===== config.mk =====
export PLATFORM = sky130hd
export DESIGN_NAME = mac_pipe
export DESIGN_NICKNAME = d
export VERILOG_FILES = /design/src/rtl/mac_pkg.sv /design/src/rtl/mac_stage.sv /design/src/rtl/mac_pipe.sv
export SDC_FILE = /design/constraint.sdc
export NUM_CORES = 1
export LEC_CHECK = 0
export ABC_CLOCK_PERIOD_IN_PS = 5940
export BUFFER_PORTS_ARGS = -buffer_cell sky130_fd_sc_hd__buf_2
export CAP_MARGIN = 5
export CELL_PAD_IN_SITES_DETAIL_PLACEMENT = 0
export CELL_PAD_IN_SITES_GLOBAL_PLACEMENT = 2
export CORE_MARGIN = 1
export CORE_UTILIZATION = 39
export CTS_BUF_LIST = sky130_fd_sc_hd__clkbuf_8 sky130_fd_sc_hd__clkbuf_16
export DETAILED_ROUTE_END_ITERATION = 6
export GPL_ROUTABILITY_DRIVEN = 0
export PLACE_DENSITY = 0.92
export SYNTH_ARGS = -nofsm -noshare
export SYNTH_HDL_FRONTEND = slang
export SYNTH_SLANG_ARGS = --single-unit

===== constraint.sdc =====
create_clock -name clk -period 5.94 [get_ports clk]
set_input_delay 0.297 -clock clk [delete_from_list [all_inputs] [get_ports clk]]
set_output_delay 0.297 -clock clk [all_outputs]
set_load 0.005 [all_outputs]

===== src/rtl/mac_pkg.sv =====
// Shared definitions for the MAC pipeline: sample-word field layout and saturation limits.
// Pure constants and constant functions; no timing or flow control of their own.
package mac_pkg;

    localparam int SMP_EN_BIT  = 0;
    localparam int SMP_CLR_BIT = 1;
    localparam int SMP_CTL_W   = 2;
    localparam int SAT_FN_W    = 64;

    function automatic logic [SAT_FN_W-1:0] sat_max(input int accw, input bit is_signed);
        logic [SAT_FN_W-1:0] r;
        r = {SAT_FN_W{1'b1}} >> (SAT_FN_W - accw);
        if (is_signed) begin
            r = r >> 1;
        end
        return r;
    endfunction

    function automatic logic [SAT_FN_W-1:0] sat_min(input int accw, input bit is_signed);
        logic [SAT_FN_W-1:0] r;
        r = '0;
        if (is_signed) begin
            r = {{(SAT_FN_W-1){1'b0}}, 1'b1} << (accw - 1);
        end
        return r;
    endfunction

endpackage


===== src/rtl/mac_stage.sv =====
// Optional pipeline register for data plus valid; latency EN cycles (0 = combinational bypass).
// No backpressure: ce=0 freezes the register, rst clears it asynchronously.
module mac_stage #(
    parameter int W  = 1,
    parameter bit EN = 1'b1
) (
    input  logic         clk,
    input  logic         rst,
    input  logic         ce,
    input  logic         in_vld,
    input  logic [W-1:0] in_dat,
    output logic         out_vld,
    output logic [W-1:0] out_dat
);

    generate
        if (EN) begin : g_reg
            logic         vld_q, vld_d;
            logic [W-1:0] dat_q, dat_d;

            always_comb begin
                vld_d = vld_q;
                dat_d = dat_q;
                if (ce) begin
                    vld_d = in_vld;
                    dat_d = in_dat;
                end
            end

            always_ff @(posedge clk or posedge rst) begin
                if (rst) begin
                    vld_q <= 1'b0;
                    dat_q <= '0;
                end else begin
                    vld_q <= vld_d;
                    dat_q <= dat_d;
                end
            end

            assign out_vld = vld_q;
            assign out_dat = dat_q;
        end else begin : g_bypass
            logic unused_ok;
            assign unused_ok = ^{clk, rst, ce};
            assign out_vld   = in_vld;
            assign out_dat   = in_dat;
        end
    endgenerate

endmodule


===== src/rtl/mac_pipe.sv =====
// Pipelined multiply-accumulate with optional input/product registers, saturation and sticky overflow.
// Latency IREG+MREG+1 ce cycles, one sample per cycle; no backpressure, ce=0 freezes every stage.
module mac_pipe
    import mac_pkg::*;
#(
    parameter int AW     = 8,
    parameter int BW     = 8,
    parameter int ACCW   = 32,
    parameter int IREG   = 1,
    parameter int MREG   = 1,
    parameter int SIGNED = 0,
    parameter int SAT    = 0
) (
    input  logic            clk,
    input  logic            rst,
    input  logic            ce,
    input  logic            in_valid,
    input  logic [AW-1:0]   A,
    input  logic [BW-1:0]   B,
    input  logic            acc_clr,
    input  logic            acc_en,
    output logic            out_valid,
    output logic [ACCW-1:0] P,
    output logic            ovf
);

    localparam int PW = AW + BW;
    localparam int IW = PW + SMP_CTL_W;
    localparam int MW = PW + SMP_CTL_W;
    localparam logic [SAT_FN_W-1:0] MAX_FULL = sat_max(ACCW, SIGNED != 0);
    localparam logic [SAT_FN_W-1:0] MIN_FULL = sat_min(ACCW, SIGNED != 0);
    localparam logic [ACCW-1:0]     MAX_V    = MAX_FULL[ACCW-1:0];
    localparam logic [ACCW-1:0]     MIN_V    = MIN_FULL[ACCW-1:0];

    generate
        if (ACCW < PW) begin : g_bad_accw
            $error("mac_pipe: ACCW must be at least AW+BW");
        end
        if (ACCW > SAT_FN_W) begin : g_wide_accw
            $error("mac_pipe: ACCW exceeds saturation helper width");
        end
    endgenerate

    logic          s1_vld, m_vld;
    logic [IW-1:0] s1_dat;
    logic [MW-1:0] m_dat;
    logic [AW-1:0] a_s;
    logic [BW-1:0] b_s;
    logic [PW-1:0] a_ext, b_ext, prod, m_prod;
    logic          m_clr, m_en;

    mac_stage #(.W(IW), .EN(IREG != 0)) u_in_stage (
        .clk     (clk),
        .rst     (rst),
        .ce      (ce),
        .in_vld  (in_valid),
        .in_dat  ({A, B, acc_clr, acc_en}),
        .out_vld (s1_vld),
        .out_dat (s1_dat)
    );

    assign a_s = s1_dat[IW-1 -: AW];
    assign b_s = s1_dat[SMP_CTL_W +: BW];

    // Low PW bits of the extended product are exact for both signed and unsigned operands.
    always_comb begin
        a_ext = {{BW{1'b0}}, a_s};
        b_ext = {{AW{1'b0}}, b_s};
        if (SIGNED != 0) begin
            a_ext = {{BW{a_s[AW-1]}}, a_s};
            b_ext = {{AW{b_s[BW-1]}}, b_s};
        end
        prod = a_ext * b_ext;
    end

    mac_stage #(.W(MW), .EN(MREG != 0)) u_mul_stage (
        .clk     (clk),
        .rst     (rst),
        .ce      (ce),
        .in_vld  (s1_vld),
        .in_dat  ({prod, s1_dat[SMP_CTL_W-1:0]}),
        .out_vld (m_vld),
        .out_dat (m_dat)
    );

    assign m_prod = m_dat[MW-1 -: PW];
    assign m_clr  = m_dat[SMP_CLR_BIT];
    assign m_en   = m_dat[SMP_EN_BIT];

    logic [ACCW-1:0] ext, p_q, p_d;
    logic [ACCW:0]   sum;
    logic            of_det, ovf_q, ovf_d, out_valid_q, out_valid_d;

    assign ext = (SIGNED != 0) ? ACCW'($signed(m_prod)) : ACCW'(m_prod);

    always_comb begin
        sum = {1'b0, p_q} + {1'b0, ext};
        if (SIGNED != 0) begin
            of_det = (p_q[ACCW-1] == ext[ACCW-1]) && (sum[ACCW-1] != p_q[ACCW-1]);
        end else begin
            of_det = sum[ACCW];
        end
        p_d         = p_q;
        ovf_d       = ovf_q;
        out_valid_d = out_valid_q;
        if (ce) begin
            out_valid_d = m_vld;
            if (m_vld) begin
                if (m_clr || !m_en) begin
                    p_d   = ext;
                    ovf_d = 1'b0;
                end else begin
                    p_d = sum[ACCW-1:0];
                    if (of_det) begin
                        ovf_d = 1'b1;
                        // Signed overflow with a negative running sum can only go below min.
                        if (SAT != 0) begin
                            p_d = ((SIGNED != 0) && p_q[ACCW-1]) ? MIN_V : MAX_V;
                        end
                    end
                end
            end
        end
    end

    always_ff @(posedge clk or posedge rst) begin
        if (rst) begin
            p_q         <= '0;
            ovf_q       <= 1'b0;
            out_valid_q <= 1'b0;
        end else begin
            p_q         <= p_d;
            ovf_q       <= ovf_d;
            out_valid_q <= out_valid_d;
        end
    end

    assign P         = p_q;
    assign ovf       = ovf_q;
    assign out_valid = out_valid_q;

endmodule


==> results.yml <==
drt:
  wire_per_inst_um: 15.0
  drc_errors: 6
  vias: 4506
  firstDrtPassIters: 6
  routed_wl_mm: 12.9
  drt_iter0_markers: 279
  detail-route-antenna-nets: 0
  vias_per_cell: 5.26
hold_path:
  min_path_type: "in -> reg"
  worstHoldPathCells: 2
  hp-start: "A[7]"
  holdPathEnd: "u_in_stage.out_dat[17]"
timing:
  setup_viol: 0
  period_needed_ns: 4.45
  hold_viol_final: 0
  period_share: 0.750
  relSlewSlack: 0.243
  setup_slack_ns: 1.49
  slew_viol_final: 0
  fmax_mhz: 224
  tightestPinTransition_ns: 1.13
  whs_ns: 0.179
  fin_setup_tns_ns: 0
  rsz0062_at_grt: "false"
  fin_skew_ns: 0.0127
global_routing:
  grt_max_degree: 73
  antenna_found_initial: 0
  grt_pass1_wl_mm: 22.3
  grt_pass1_vias: 4584
  grt_usage: 0.179
  grt_remaining_overflow: 0
setup_path:
  rrSetupSlack_ns: 1.49
  ff2ff_path_depth: 14
  crit_start: "u_in_stage.out_dat[12]"
  cp-end-kind: "flop"
  path_class: "reg -> reg"
  start_kind: "flop"
  reg2reg_from: "u_in_stage.out_dat[12]"
  reg2reg_to: "u_mul_stage.out_dat[13]"
  cp_max_fo: 9
  cp_data_required_time_ns: 6.17
  worst_ep_arrival_time_ns: 4.69
power_and_ir_drop:
  leakage_nw: 3.22
  max-vdd-ir-drop_mv: 0.293
  p_per_area_nw_per_um2: 500
  p_total_mw: 3.33
finish:
  antenna-diode-count: 0
  area_delta_synth_final_pct: 13.1
  drive_above_1_share: 0.175
  final_cells: 857
  layout.nets: 779
logic_synthesis:
  synth_top_family_by_area: "adder cells"
  ys_types: 53
  synthSimpleGateAreaFrac: 0.156
  syn_area_um2: 5890
  synth-xor-area-share: 0.0387
  synth_area_leaders: "dfrtp_1, fa_1, ha_1, mux2_2, and2_1"
  seq_area_frac_synth: 0.306
  yosysTopAreaCellShare: 0.306
  yosys_register_bits: 72
  synth-main-ff-cell: "dfrtp_1"
  yosys.area.top_type: "dfrtp_1"
  yosysWarnings: 0
  synth-async-reset-ratio: 1.00
  synthMuxAreaShare: 0.0665
  synth_adder_area_share: 0.236
  synth_edf_count: 0
  syn_inst: 617
  synthesis.nets: 728
  synth_compound_area_frac: 0.149
  synth.avg_cell_area_um2: 9.54
floorplan:
  ios: 56
  num_rows: 44
  die_area_um2: 15600
  die_w_um: 125
  initial_utilization: 0.402
  core-area_um2: 14600
  die_y_um: 125
placement:
  dp_hpwl_mm: 9.66
  dpl_worst_slack_ns: 1.45
  placed_cells_incl_taps: 841
  io_buffers: 55
clocking:
  cts_setup_buffers: 0
  hold_buffers: 0
  insertion_delay_ns: 0.35
  cts_root_buf: "clkbuf_16"
  post_cts_resized: 0
  cts.sinks: 72
  htreeDepth: 3
  clk_path_buf_depth: 2
  clkTransAtPathRegs_ns: 0.06
  cts-buffers-inserted: 9
  tritoncts: "yes"
outcome:
  violations: "design-rule violations"
  status: "finished with violations"
run:
  cap_violations: 0
-- power breakdown --
group          total (mW)  switching (mW)  internal, mW
Combinational        1.99            1.08         0.904
Clock               0.592           0.224         0.368
Sequential          0.750           0.131         0.619
-- logic make-up (layout without fill, tap and decap cells) --
group	Yosys count	count (layout)
adder cells (fa/ha/maj)	89	89
buffers and inverters	74	130
multiplexers	35	35
flip-flops	72	72
AND/OR/NAND/NOR	185	185
XOR/XNOR	26	26
AO/OA/AOI/OAI	136	136
-- through the flow --
stage | utilization | instance area (um2)
after CTS | 0.455 | 6660
after floorplan | - | 5890
after global routing | 0.455 | 6660
after detailed placement | 0.433 | 6340
after global placement | 0.433 | 6340
final | 0.455 | 6660
-- worst max path at each step --
stage / end / depth (start not counted)
3_3_place_gp: u_mul_stage.out_dat[15] / 15
6_report: u_mul_stage.out_dat[13] / 14
3_5_place_dp: u_mul_stage.out_dat[15] / 15
4_1_cts: u_mul_stage.out_dat[15] / 15
5_1_grt: u_mul_stage.out_dat[13] / 14
2_1_floorplan: u_mul_stage.out_dat[15] / 15
-- layout by cell type, fill, tap and decap left out, drive strengths merged, types with 33 or more instances in the layout --
master and instances:
inv 59, and2 54, fa 37, nor2 42, ha 52, mux2 33, buf 56, nand2 47
a21oi 44, dfrtp 72, o21ai 38
-- registers in the layout, summed over array words and instances, names as in the netlist --
name	count
u_mul_stage.out_dat	18
out_valid	1
u_mul_stage.out_vld	1
u_in_stage.out_vld	1
u_in_stage.out_dat	18
ovf	1
P	32
-- cell usage after synthesis (2+ instances only) --
library cell	n
a21o_1	8
fa_1	37
a31o_2	2
or3_1	2
o21bai_1	2
buf_1	3
nor3_1	6
inv_1	58
o211ai_1	3
nand4_1	7
clkbuf_1	13
xor2_1	13
a211oi_1	6
a31oi_1	3
mux2_2	33
xnor2_1	13
nand2_1	47
nor2b_1	3
nand3_1	11
and3_1	5
a21boi_0	2
dfrtp_1	72
or2_2	3
nor2_1	41
o21a_1	4
o31ai_1	2
a22oi_1	5
mux2i_1	2
o21ai_0	37
a221o_1	2
a21oi_1	44
ha_1	52
and2_1	54
nand2b_1	3
-- critical path, stage by stage (launching register included) --
cell and delay (ns):
dfrtp_1 0.47, and2_1 0.22, fa_1 0.48, fa_1 0.52, fa_1 0.54, inv_1 0.05, fa_1 0.52, inv_1 0.04
ha_1 0.32, or2_2 0.32, a21o_1 0.20, o211ai_1 0.12, nor2b_1 0.19, xnor2_1 0.07, mux2_2 0.27
-- metal layers --
| metal | track usage | share of wire | up-vias |
|---|---|---|---|
| li1 | - | - | 2222 |
| met1 | 0.233 | 0.48 | 2187 |
| met2 | 0.297 | 0.47 | 81 |
| met3 | 0.0365 | 0.035 | 16 |
| met4 | 0.0581 | 0.015 | 0 |
| met5 | 0 | 0 | - |
-- final cells by class --
type,count,area [um2]
Inverter,58,218
Clock buffer,9,225
Clock inverter,7,95.1
Sequential cell,72,1800
Fill cell,1408,7980
Multi-Input combinational cell,471,3810
Tap cell,184,230
Timing Repair Buffer,56,283
Power figures use the tool's default switching activity.
